==> config.mk <==
export PLATFORM = sky130hd
export DESIGN_NAME = game_board_controller
export DESIGN_NICKNAME = d
export VERILOG_FILES = /design/src/rtl/game_board_controller.sv
export SDC_FILE = /design/constraint.sdc
export NUM_CORES = 1
export LEC_CHECK = 0
export ABC_AREA = 1
export CAP_MARGIN = 10
export CORE_AREA = 2 2 62 64
export CTS_CLUSTER_DIAMETER = 50
export DETAILED_ROUTE_END_ITERATION = 6
export DIE_AREA = 0 0 64 66
export HOLD_SLACK_MARGIN = 0.15
export PLACE_DENSITY = 0.82
export SYNTH_ARGS = -nofsm -noshare
export SYNTH_HDL_FRONTEND = slang
export SYNTH_SLANG_ARGS = --single-unit
==> constraint.sdc <==
create_clock -name clk_100MHz -period 3 [get_ports clk_100MHz]
set_clock_uncertainty 0.1 [all_clocks]
set_input_delay 0.6 -clock clk_100MHz [delete_from_list [all_inputs] [get_ports clk_100MHz]]
set_output_delay 0.6 -clock clk_100MHz [all_outputs]
set_load 0.03 [all_outputs]
==> src/rtl/game_board_controller.sv <==
// Tic-tac-toe board controller: click-edge detection, move placement, line checking
// and result screens. Define GAME_SCORE_EN to build the saturating win counters.
module game_board_controller #(
    parameter int SCORE_W = 4
) (
    input  logic               clk_100MHz,
    input  logic               reset,
    input  logic [8:0]         clickedMatrix,
    input  logic               restart,
    output logic [8:0]         board_x,
    output logic [8:0]         board_o,
    output logic               turnoX,
    output logic               ceStartScreen,
    output logic               ceWinnerXSreen,
    output logic               ceWinnerOSreen,
    output logic               ceTieSreen,
    output logic [SCORE_W-1:0] x_score,
    output logic [SCORE_W-1:0] o_score
);

    // state   | meaning
    // START   | start screen, first click only dismisses it
    // PLAYING | waiting for a valid move from the player in turnoX
    // CHECK   | evaluate the board of the player who just moved
    // WIN_X   | X completed a line, board frozen until restart
    // WIN_O   | O completed a line, board frozen until restart
    // TIE     | board full without a line, frozen until restart
    typedef enum logic [2:0] {START, PLAYING, CHECK, WIN_X, WIN_O, TIE} state_t;

    state_t     state, state_next;
    logic [8:0] prev;
    logic [8:0] click_edge;
    logic [8:0] board_x_next, board_o_next;
    logic [8:0] mover_board;
    logic       turn_next;
    logic       edge_single, move_valid, line_done;

    function automatic logic has_line(input logic [8:0] b);
        return (b[0] & b[1] & b[2]) | (b[3] & b[4] & b[5]) | (b[6] & b[7] & b[8]) |
               (b[0] & b[3] & b[6]) | (b[1] & b[4] & b[7]) | (b[2] & b[5] & b[8]) |
               (b[0] & b[4] & b[8]) | (b[2] & b[4] & b[6]);
    endfunction

    assign click_edge  = clickedMatrix & ~prev;
    assign edge_single = (click_edge != 9'd0) && ((click_edge & (click_edge - 9'd1)) == 9'd0);
    assign move_valid  = edge_single && ((click_edge & (board_x | board_o)) == 9'd0);
    // turnoX is not toggled until CHECK completes, so it still names the mover here
    assign mover_board = turnoX ? board_x : board_o;
    assign line_done   = has_line(mover_board);

    always_comb begin
        state_next   = state;
        board_x_next = board_x;
        board_o_next = board_o;
        turn_next    = turnoX;
        if (restart) begin
            state_next   = START;
            board_x_next = 9'd0;
            board_o_next = 9'd0;
            turn_next    = 1'b1;
        end else begin
            case (state)
                START: begin
                    if (click_edge != 9'd0) state_next = PLAYING;
                end
                PLAYING: begin
                    if (move_valid) begin
                        if (turnoX) board_x_next = board_x | click_edge;
                        else        board_o_next = board_o | click_edge;
                        state_next = CHECK;
                    end
                end
                CHECK: begin
                    if (line_done)                       state_next = turnoX ? WIN_X : WIN_O;
                    else if ((board_x | board_o) == 9'h1FF) state_next = TIE;
                    else begin
                        turn_next  = ~turnoX;
                        state_next = PLAYING;
                    end
                end
                default: state_next = state;
            endcase
        end
    end

    always_ff @(posedge clk_100MHz) begin
        if (reset) begin
            state          <= START;
            prev           <= 9'd0;
            board_x        <= 9'd0;
            board_o        <= 9'd0;
            turnoX         <= 1'b1;
            ceStartScreen  <= 1'b1;
            ceWinnerXSreen <= 1'b0;
            ceWinnerOSreen <= 1'b0;
            ceTieSreen     <= 1'b0;
        end else begin
            state          <= state_next;
            prev           <= clickedMatrix;
            board_x        <= board_x_next;
            board_o        <= board_o_next;
            turnoX         <= turn_next;
            ceStartScreen  <= (state_next == START);
            ceWinnerXSreen <= (state_next == WIN_X);
            ceWinnerOSreen <= (state_next == WIN_O);
            ceTieSreen     <= (state_next == TIE);
        end
    end

`ifdef GAME_SCORE_EN
    logic               x_win, o_win;
    logic [SCORE_W-1:0] x_cnt, o_cnt;

    assign x_win = (state == CHECK) && !restart && line_done && turnoX;
    assign o_win = (state == CHECK) && !restart && line_done && !turnoX;

    always_ff @(posedge clk_100MHz) begin
        if (reset) begin
            x_cnt <= '0;
            o_cnt <= '0;
        end else begin
            if (x_win && (x_cnt != '1)) x_cnt <= x_cnt + SCORE_W'(1);
            if (o_win && (o_cnt != '1)) o_cnt <= o_cnt + SCORE_W'(1);
        end
    end

    assign x_score = x_cnt;
    assign o_score = o_cnt;
`else
    assign x_score = '0;
    assign o_score = '0;
`endif

endmodule

==> metrics.log, run 1 <==
INFO  metric vias = about 1800
INFO  metric post_synth_instance_area = about 0.0019 mm^2
INFO  metric worstPathRequired = between 2 and 2.5 ns
INFO  metric path_class = reg2out
INFO  metric pin_count = 43
INFO  metric flow.area_growth_from_synthesis = 22.3%
INFO  metric fin_area = 0.00230 mm^2
INFO  metric power.leakage = 1.05 nW
INFO  metric drc = 0
INFO  metric fin_tns_setup = 0 ns
INFO  metric post-cts-setup-buffer-count = 0
INFO  metric start_kind = flop
INFO  metric most_frequent_cells_in_the_layout = sky130_fd_sc_hd__nand2_1 (74), sky130_fd_sc_hd__inv_1 (46), sky130_fd_sc_hd__nor2_1 (37), sky130_fd_sc_hd__dfxtp_1 (35), sky130_fd_sc_hd__clkdlybuf4s50_1 (34)
INFO  metric detail_route.iter0.violations = 76
INFO  metric htree_levels = 2
INFO  metric report.final.slew_viol_count = 0
INFO  metric setup_violations = 0
INFO  metric numPlacedInstances = roughly 370
INFO  metric antenna_violating_nets_post_route = 0
INFO  metric crit_slowest_cell = sky130_fd_sc_hd__clkdlybuf4s50_1
INFO  metric post_dp_cell_area = 0.00223 mm^2
INFO  metric wl_per_cell = 10.6 um
INFO  metric max_stage_delay = 0.72 ns
INFO  metric diodes = 0
INFO  metric yosysUniqueCellTypes = 23
INFO  metric placement_rows = 22
INFO  metric post-dp-hpwl = 3120 um
INFO  metric cpLargestDelayFamily = buffers and inverters
INFO  metric hold_start = board_o[1]
INFO  metric period_share = 74.0%
INFO  metric peakVddDrop = 0.305 mV
INFO  metric netlist.area_leader.share = between 30% and 40%
INFO  metric grt_pass1_wl = 6910 um
INFO  metric die_area = 0.00422 mm^2
INFO  metric cts_max_path_buffers = 2
INFO  metric timing.critical_path.from = turnoX
INFO  metric syn_inst = ~290
INFO  metric worst_r2r_endpoint = ceStartScreen
INFO  metric grt_usage = a little over a fifth
INFO  metric grt_antenna_before_repair = 0
INFO  metric layout.cells.most_common = sky130_fd_sc_hd__nand2_1
INFO  metric grt_max_degree = 20
INFO  metric worst_hold_path.endpoint = board_o[1]
INFO  metric filler_cell_count = 334
INFO  metric detail_route.first_pass.iterations = 4
INFO  metric crit_path_max_fanout = 7
INFO  metric port-buffer-count = 34
INFO  metric tritoncts = done
INFO  metric worst-endpoint-arrival = 1.52 ns
INFO  metric cts_repair_resize_count = 0
INFO  metric std_cell_core_area = ~0.0036 mm^2
INFO  metric finish.net_count = 340
INFO  metric yosys.area.top_type = sky130_fd_sc_hd__dfxtp_1
INFO  metric status = finished clean
INFO  metric r2r_cells = 14
INFO  metric totalPowerFinal = 0.000863 W
INFO  metric hold_path_class = reg2reg
INFO  metric worstPathCellList = clkdlybuf4s50_1
INFO  metric synth-seq-area-share = 37.3%
INFO  metric holdBufCountCts = 0
INFO  metric clock.fmax = between 400 and 500 MHz
INFO  metric period_needed = between 2 and 2.5 ns
INFO  metric replace_congestion = 0.862
INFO  metric number_of_global_route_vias_before_repair = 1522
INFO  metric root_buffer = sky130_fd_sc_hd__clkbuf_4
INFO  metric timing.reg2reg.setup_slack = 1.04 ns
INFO  metric power.density = approximately 380 mW/mm^2
INFO  metric post_detailed_route_via_to_cell_ratio = 4.87
INFO  metric clock_latency_on_the_worst_skew_pair = approximately 0.33 ns
INFO  metric global_route.overflow_total = 0
INFO  metric start_util = 52.9%
INFO  metric ys_top_cells_by_area = sky130_fd_sc_hd__dfxtp_1 (37%), sky130_fd_sc_hd__nand2_1 (15%), sky130_fd_sc_hd__inv_1 (9.2%)
INFO  metric hold_viol = 0
INFO  metric synth-seq-cells = 35
INFO  metric synth_warnings = 0
INFO  metric cts_buf_count = 5
INFO  metric final_cells = 377
INFO  metric totalWireLength = 4000 um
INFO  metric r2r-start = turnoX
INFO  metric critPathCaptureType = primary output
INFO  metric max-cap-violations = 0
INFO  metric layout-drive-gt1-share = between 10% and 20%
INFO  metric avgSynthCellArea = 6.44 um^2
INFO  metric grt_setup_unrepaired = false
INFO  metric clock-sinks = 35
INFO  metric clock_transition_time_at_the_flip_flop_clock_pins_of_the_worst_setup_and_hold_paths = 0.10 ns
INFO  metric die_h = 66 um
INFO  metric die_width = 64 um
INFO  metric timing.critical_path.buf_inv = 1
INFO  metric worst_hold_path.num_cells = 2
worst reg2reg max path, stage by stage, from the launching register on:
cell and delay (ns):
sky130_fd_sc_hd__dfxtp_1 0.47, sky130_fd_sc_hd__buf_4 0.29, sky130_fd_sc_hd__nand2_1 0.10, sky130_fd_sc_hd__o21ai_2 0.09, sky130_fd_sc_hd__nand2_1 0.07, sky130_fd_sc_hd__nand2_1 0.07
sky130_fd_sc_hd__nand2_1 0.06, sky130_fd_sc_hd__nand2_2 0.08, sky130_fd_sc_hd__inv_2 0.04, sky130_fd_sc_hd__nand2_2 0.08, sky130_fd_sc_hd__nand3_1 0.07, sky130_fd_sc_hd__nand3_1 0.13
sky130_fd_sc_hd__nand2_2 0.10, sky130_fd_sc_hd__nand3_1 0.10, sky130_fd_sc_hd__nand2_1 0.05
Yosys cell counts, drive strengths merged:
cell,count
a21oi,16
a31oi,1
buf,12
clkbuf,3
conb,1
dfxtp,35
inv,51
nand2,85
nand3,11
nand3b,2
nand4,15
nor2,40
nor3,8
o21a,5
o21ai,7
per-stage QoR:
| stage | hold slack (ns) | worst slack, ns | utilization [%] |
|---|---|---|---|
| 4_1_cts | 0.394 | 0.754 | 64.7 |
| 3_5_place_dp | 0.379 | 0.461 | 62.8 |
| 2_1_floorplan | 0.421 | 1.10 | - |
| 5_1_grt | 0.421 | 0.625 | 64.7 |
| 3_3_place_gp | 0.376 | 0.491 | 62.8 |
| 6_report | 0.391 | 0.779 | 64.7 |
cells by family (layout without fill, tap and decap cells):
family / Yosys count / in the layout / share of synthesized area (%)
buffers and inverters: 66 / 96 / 15.4
flip-flops: 35 / 35 / 37.3
AND/OR/NAND/NOR: 161 / 161 / 38.2
other: 1 / 8 / 0.200
AO/OA/AOI/OAI: 29 / 29 / 8.86
worst max path at each step:
stage	depth (start not counted)	end	slack [ns]
2_1_floorplan	12	ceStartScreen	1.10
3_3_place_gp	13	ceStartScreen	0.49
3_5_place_dp	13	ceStartScreen	0.46
4_1_cts	1	turnoX	0.75
5_1_grt	13	ceStartScreen	0.62
6_report	1	turnoX	0.78
metal layers:
metal | vias up | wire [um] | global-route usage (%)
li1 | 962 | - | -
met1 | 806 | 1910 | 29.8
met2 | 61 | 1770 | 30.9
met3 | 8 | 227 | 4.09
met4 | 0 | 87 | 8.15
met5 | - | 0 | 0
power breakdown:
part	switching, W	internal, W
Sequential	0.00000288	0.000473
Clock	0.000146	0.000138
Combinational	0.0000691	0.0000344
state kept, by name, indices dropped and copies added (netlist names):
register        flops
ceWinnerOSreen      1
ceWinnerXSreen      1
board_o             9
turnoX              1
ceStartScreen       1
board_x             9
state               3
ceTieSreen          1
prev                9
cell type report:
type                       count  area, um^2  area share, %
clock buffer                   8        68.8           2.99
inverter                      51         191           8.33
multi-input combinational    198         915           39.8
timing repair buffer          37         363           15.8
tap                           48        60.1           2.61
sequential                    35         701           30.5
Power figures use the tool's default switching activity.
==> inputs of run 2 (changes only) <==
--- a/config.mk
+++ b/config.mk
@@ -7,12 +7,12 @@
 export LEC_CHECK = 0
 export ABC_AREA = 1
 export CAP_MARGIN = 10
-export CORE_AREA = 2 2 62 64
+export CORE_AREA = 2 2 68 70
 export CTS_CLUSTER_DIAMETER = 50
 export DETAILED_ROUTE_END_ITERATION = 6
-export DIE_AREA = 0 0 64 66
+export DIE_AREA = 0 0 70 72
 export HOLD_SLACK_MARGIN = 0.15
-export PLACE_DENSITY = 0.82
+export PLACE_DENSITY = 0.72
 export SYNTH_ARGS = -nofsm -noshare
 export SYNTH_HDL_FRONTEND = slang
 export SYNTH_SLANG_ARGS = --single-unit
==> constraint.sdc (replaced) <==
create_clock -name clk_100MHz -period 2 [get_ports clk_100MHz]
set_clock_uncertainty 0.1 [all_clocks]
set_input_delay 0.4 -clock clk_100MHz [delete_from_list [all_inputs] [get_ports clk_100MHz]]
set_output_delay 0.4 -clock clk_100MHz [all_outputs]
set_load 0.03 [all_outputs]
==> metrics.log, run 2 (same netlist as run 1, synthesis figures left out) <==
INFO  metric status = finished clean
INFO  metric layout-drive-gt1-share = 21.4% (+11 points)
INFO  metric cpLargestDelayFamily = buffers and inverters
INFO  metric std_cell_core_area = 0.00426 mm^2 (+20%)
INFO  metric cts_buf_count = 5 (unchanged)
INFO  metric drc = 0 (unchanged)
INFO  metric max_stage_delay = 0.70 ns (-0.02 ns)
INFO  metric pre_cts_slack = -0.344 ns (-0.805 ns)
INFO  metric antenna_violating_nets_post_route = 0 (unchanged)
INFO  metric die_area = 0.00504 mm^2 (+19%)
INFO  metric most_frequent_cells_in_the_layout = sky130_fd_sc_hd__nand2_1 (63), sky130_fd_sc_hd__inv_1 (45), sky130_fd_sc_hd__nor2_1 (35), sky130_fd_sc_hd__dfxtp_1 (34), sky130_fd_sc_hd__clkdlybuf4s50_1 (28)
INFO  metric holdBufCountCts = 0 (unchanged)
INFO  metric cts_max_path_buffers = 2 (unchanged)
INFO  metric port-buffer-count = 34 (unchanged)
INFO  metric htree_levels = 2 (unchanged)
INFO  metric power.density = 538 mW/mm^2 (+43%)
INFO  metric peakVddDrop = 0.434 mV (+42%)
INFO  metric grt_usage = 18.6% (-2.3 points)
INFO  metric grt_pass1_wl = 7550 um (+9.3%)
INFO  metric replace_congestion = 0.854 (-0.89%)
INFO  metric post_dp_cell_area = 0.00237 mm^2 (+6.5%)
INFO  metric post_detailed_route_via_to_cell_ratio = 4.83 (-0.96%)
INFO  metric wl_per_cell = 11.8 um (+11%)
INFO  metric detail_route.iter0.violations = 108 (+42%)
INFO  metric detail_route.first_pass.iterations = 4 (unchanged)
INFO  metric finish.net_count = 363 (+6.8%)
INFO  metric power.leakage = 1.24 nW (+18%)
INFO  metric minimum_setup_slack_in_the_final_design = 0.105 ns (-0.675 ns)
INFO  metric period_share = a little over nine tenths
INFO  metric numPlacedInstances = 392 (+6.2%)
INFO  metric placement_rows = 24 (+9.1%)
INFO  metric tritoncts = done
INFO  metric start_kind = flop
INFO  metric number_of_global_route_vias_before_repair = 1707 (+12%)
INFO  metric root_buffer = sky130_fd_sc_hd__clkbuf_8
INFO  metric vias = 1940 (+5.6%)
INFO  metric start_util = 44.1% (-8.9 points)
INFO  metric largest_registers_ranked_by_flip_flop_count = board_o (9), board_x (9), prev (9)
INFO  metric worst-endpoint-arrival = 1.40 ns (-0.12 ns)
INFO  metric layout.cells.most_common = sky130_fd_sc_hd__nand2_1
INFO  metric clock.fmax = 528 MHz
INFO  metric post-dp-hpwl = 3500 um (+12%)
INFO  metric worstPathCellList = clkdlybuf4s50_1
INFO  metric setup_violations = 0 (unchanged)
INFO  metric global_route.overflow_total = 0 (unchanged)
INFO  metric critPathCaptureType = primary output
INFO  metric diodes = 0 (unchanged)
INFO  metric clock-sinks = 35 (unchanged)
INFO  metric hold_viol = 0 (unchanged)
INFO  metric clock_latency_on_the_worst_skew_pair = 0.29 ns (-0.04 ns)
INFO  metric totalPowerFinal = 0.00141 W (+63%)
INFO  metric hold_path_class = in2reg
INFO  metric fin_area = 0.00261 mm^2 (+14%)
INFO  metric report.final.slew_viol_count = 0 (unchanged)
INFO  metric clock_transition_time_at_the_flip_flop_clock_pins_of_the_worst_setup_and_hold_paths = 0.06 ns (-0.04 ns)
INFO  metric max-cap-violations = 0 (unchanged)
INFO  metric grt_max_degree = 15 (-25%)
INFO  metric die_width = 70 um (+9.4%)
INFO  metric period_needed = around 1.9 ns
INFO  metric flow.area_growth_from_synthesis = 39.0%
INFO  metric pin_count = 43 (unchanged)
INFO  metric crit_slowest_cell = sky130_fd_sc_hd__clkdlybuf4s50_1
INFO  metric path_class = reg2out
INFO  metric totalWireLength = 4740 um (+19%)
INFO  metric final_cells = 402 (+6.6%)
INFO  metric crit_path_max_fanout = 4 (-3)
INFO  metric fin_tns_setup = 0 ns (unchanged)
INFO  metric die_h = 72 um (+9.1%)
INFO  metric worstPathRequired = 1.50 ns (-0.80 ns)
INFO  metric grt_antenna_before_repair = 0 (unchanged)
INFO  metric timing.critical_path.buf_inv = 1 (unchanged)
==> run 2: cell types whose count changed in the layout (fill, tap and decap cells not counted), sizes merged <==
cell,delta
buf,+24
clkbuf,-2
clkdlybuf4s50,-6
dlymetal6s2s,+5
==> run 2: final cells by class <==
class	count	area [um^2]
Fill cell	399	1650
Multi-Input combinational cell	198	1020
Sequential cell	35	702
Timing Repair Buffer	60	553
Inverter	51	196
Clock buffer	6	72.6
Tap cell	52	65.1
==> run 2: per-layer routing <==
metal / vias up / global-route usage [%] / share of wire [%]
li1: 1003 / - / -
met1: 862 / 23.7 / 43
met2: 68 / 30.9 / 49
met3: 7 / 4.17 / 6.4
met4: 0 / 7.05 / 1.4
met5: - / 0 / 0
==> run 2: timing repair <==
action / in CTS / in global routing
buffers inserted: 0 / 4
gates resized for setup: 3 / 35
pin swaps: 0 / 14
setup endpoints to repair: 5 / 24
==> run 2: path summary, 6_finish.rpt <==
kind,startpoint,end,slack [ns],cells after the start
worst min-delay path,clickedMatrix[2],prev[2],0.28,3
worst max register to register,prev[3],ceStartScreen,0.19,13
worst min register to register,board_x[1],board_x[1],0.39,2
worst max-delay path,board_x[6],board_x[6],0.10,1
==> run 2: report_power, final <==
part | internal, W | total, W | switching [W]
registers | 0.000710 | 0.000714 | 0.00000467
clock network | 0.000232 | 0.000471 | 0.000239
logic | 0.0000873 | 0.000221 | 0.000133
total | 0.00103 | 0.00141 | 0.000377
==> run 2: metrics by stage <==
| step | hold WS [ns] | utilization [%] |
|---|---|---|
| after floorplan | 0.404 | - |
| after global placement | 0.378 | 55.7 |
| after detailed placement | 0.386 | 55.7 |
| after CTS | 0.395 | 57.6 |
| after global routing | 0.301 | 61.3 |
| final | 0.279 | 61.3 |
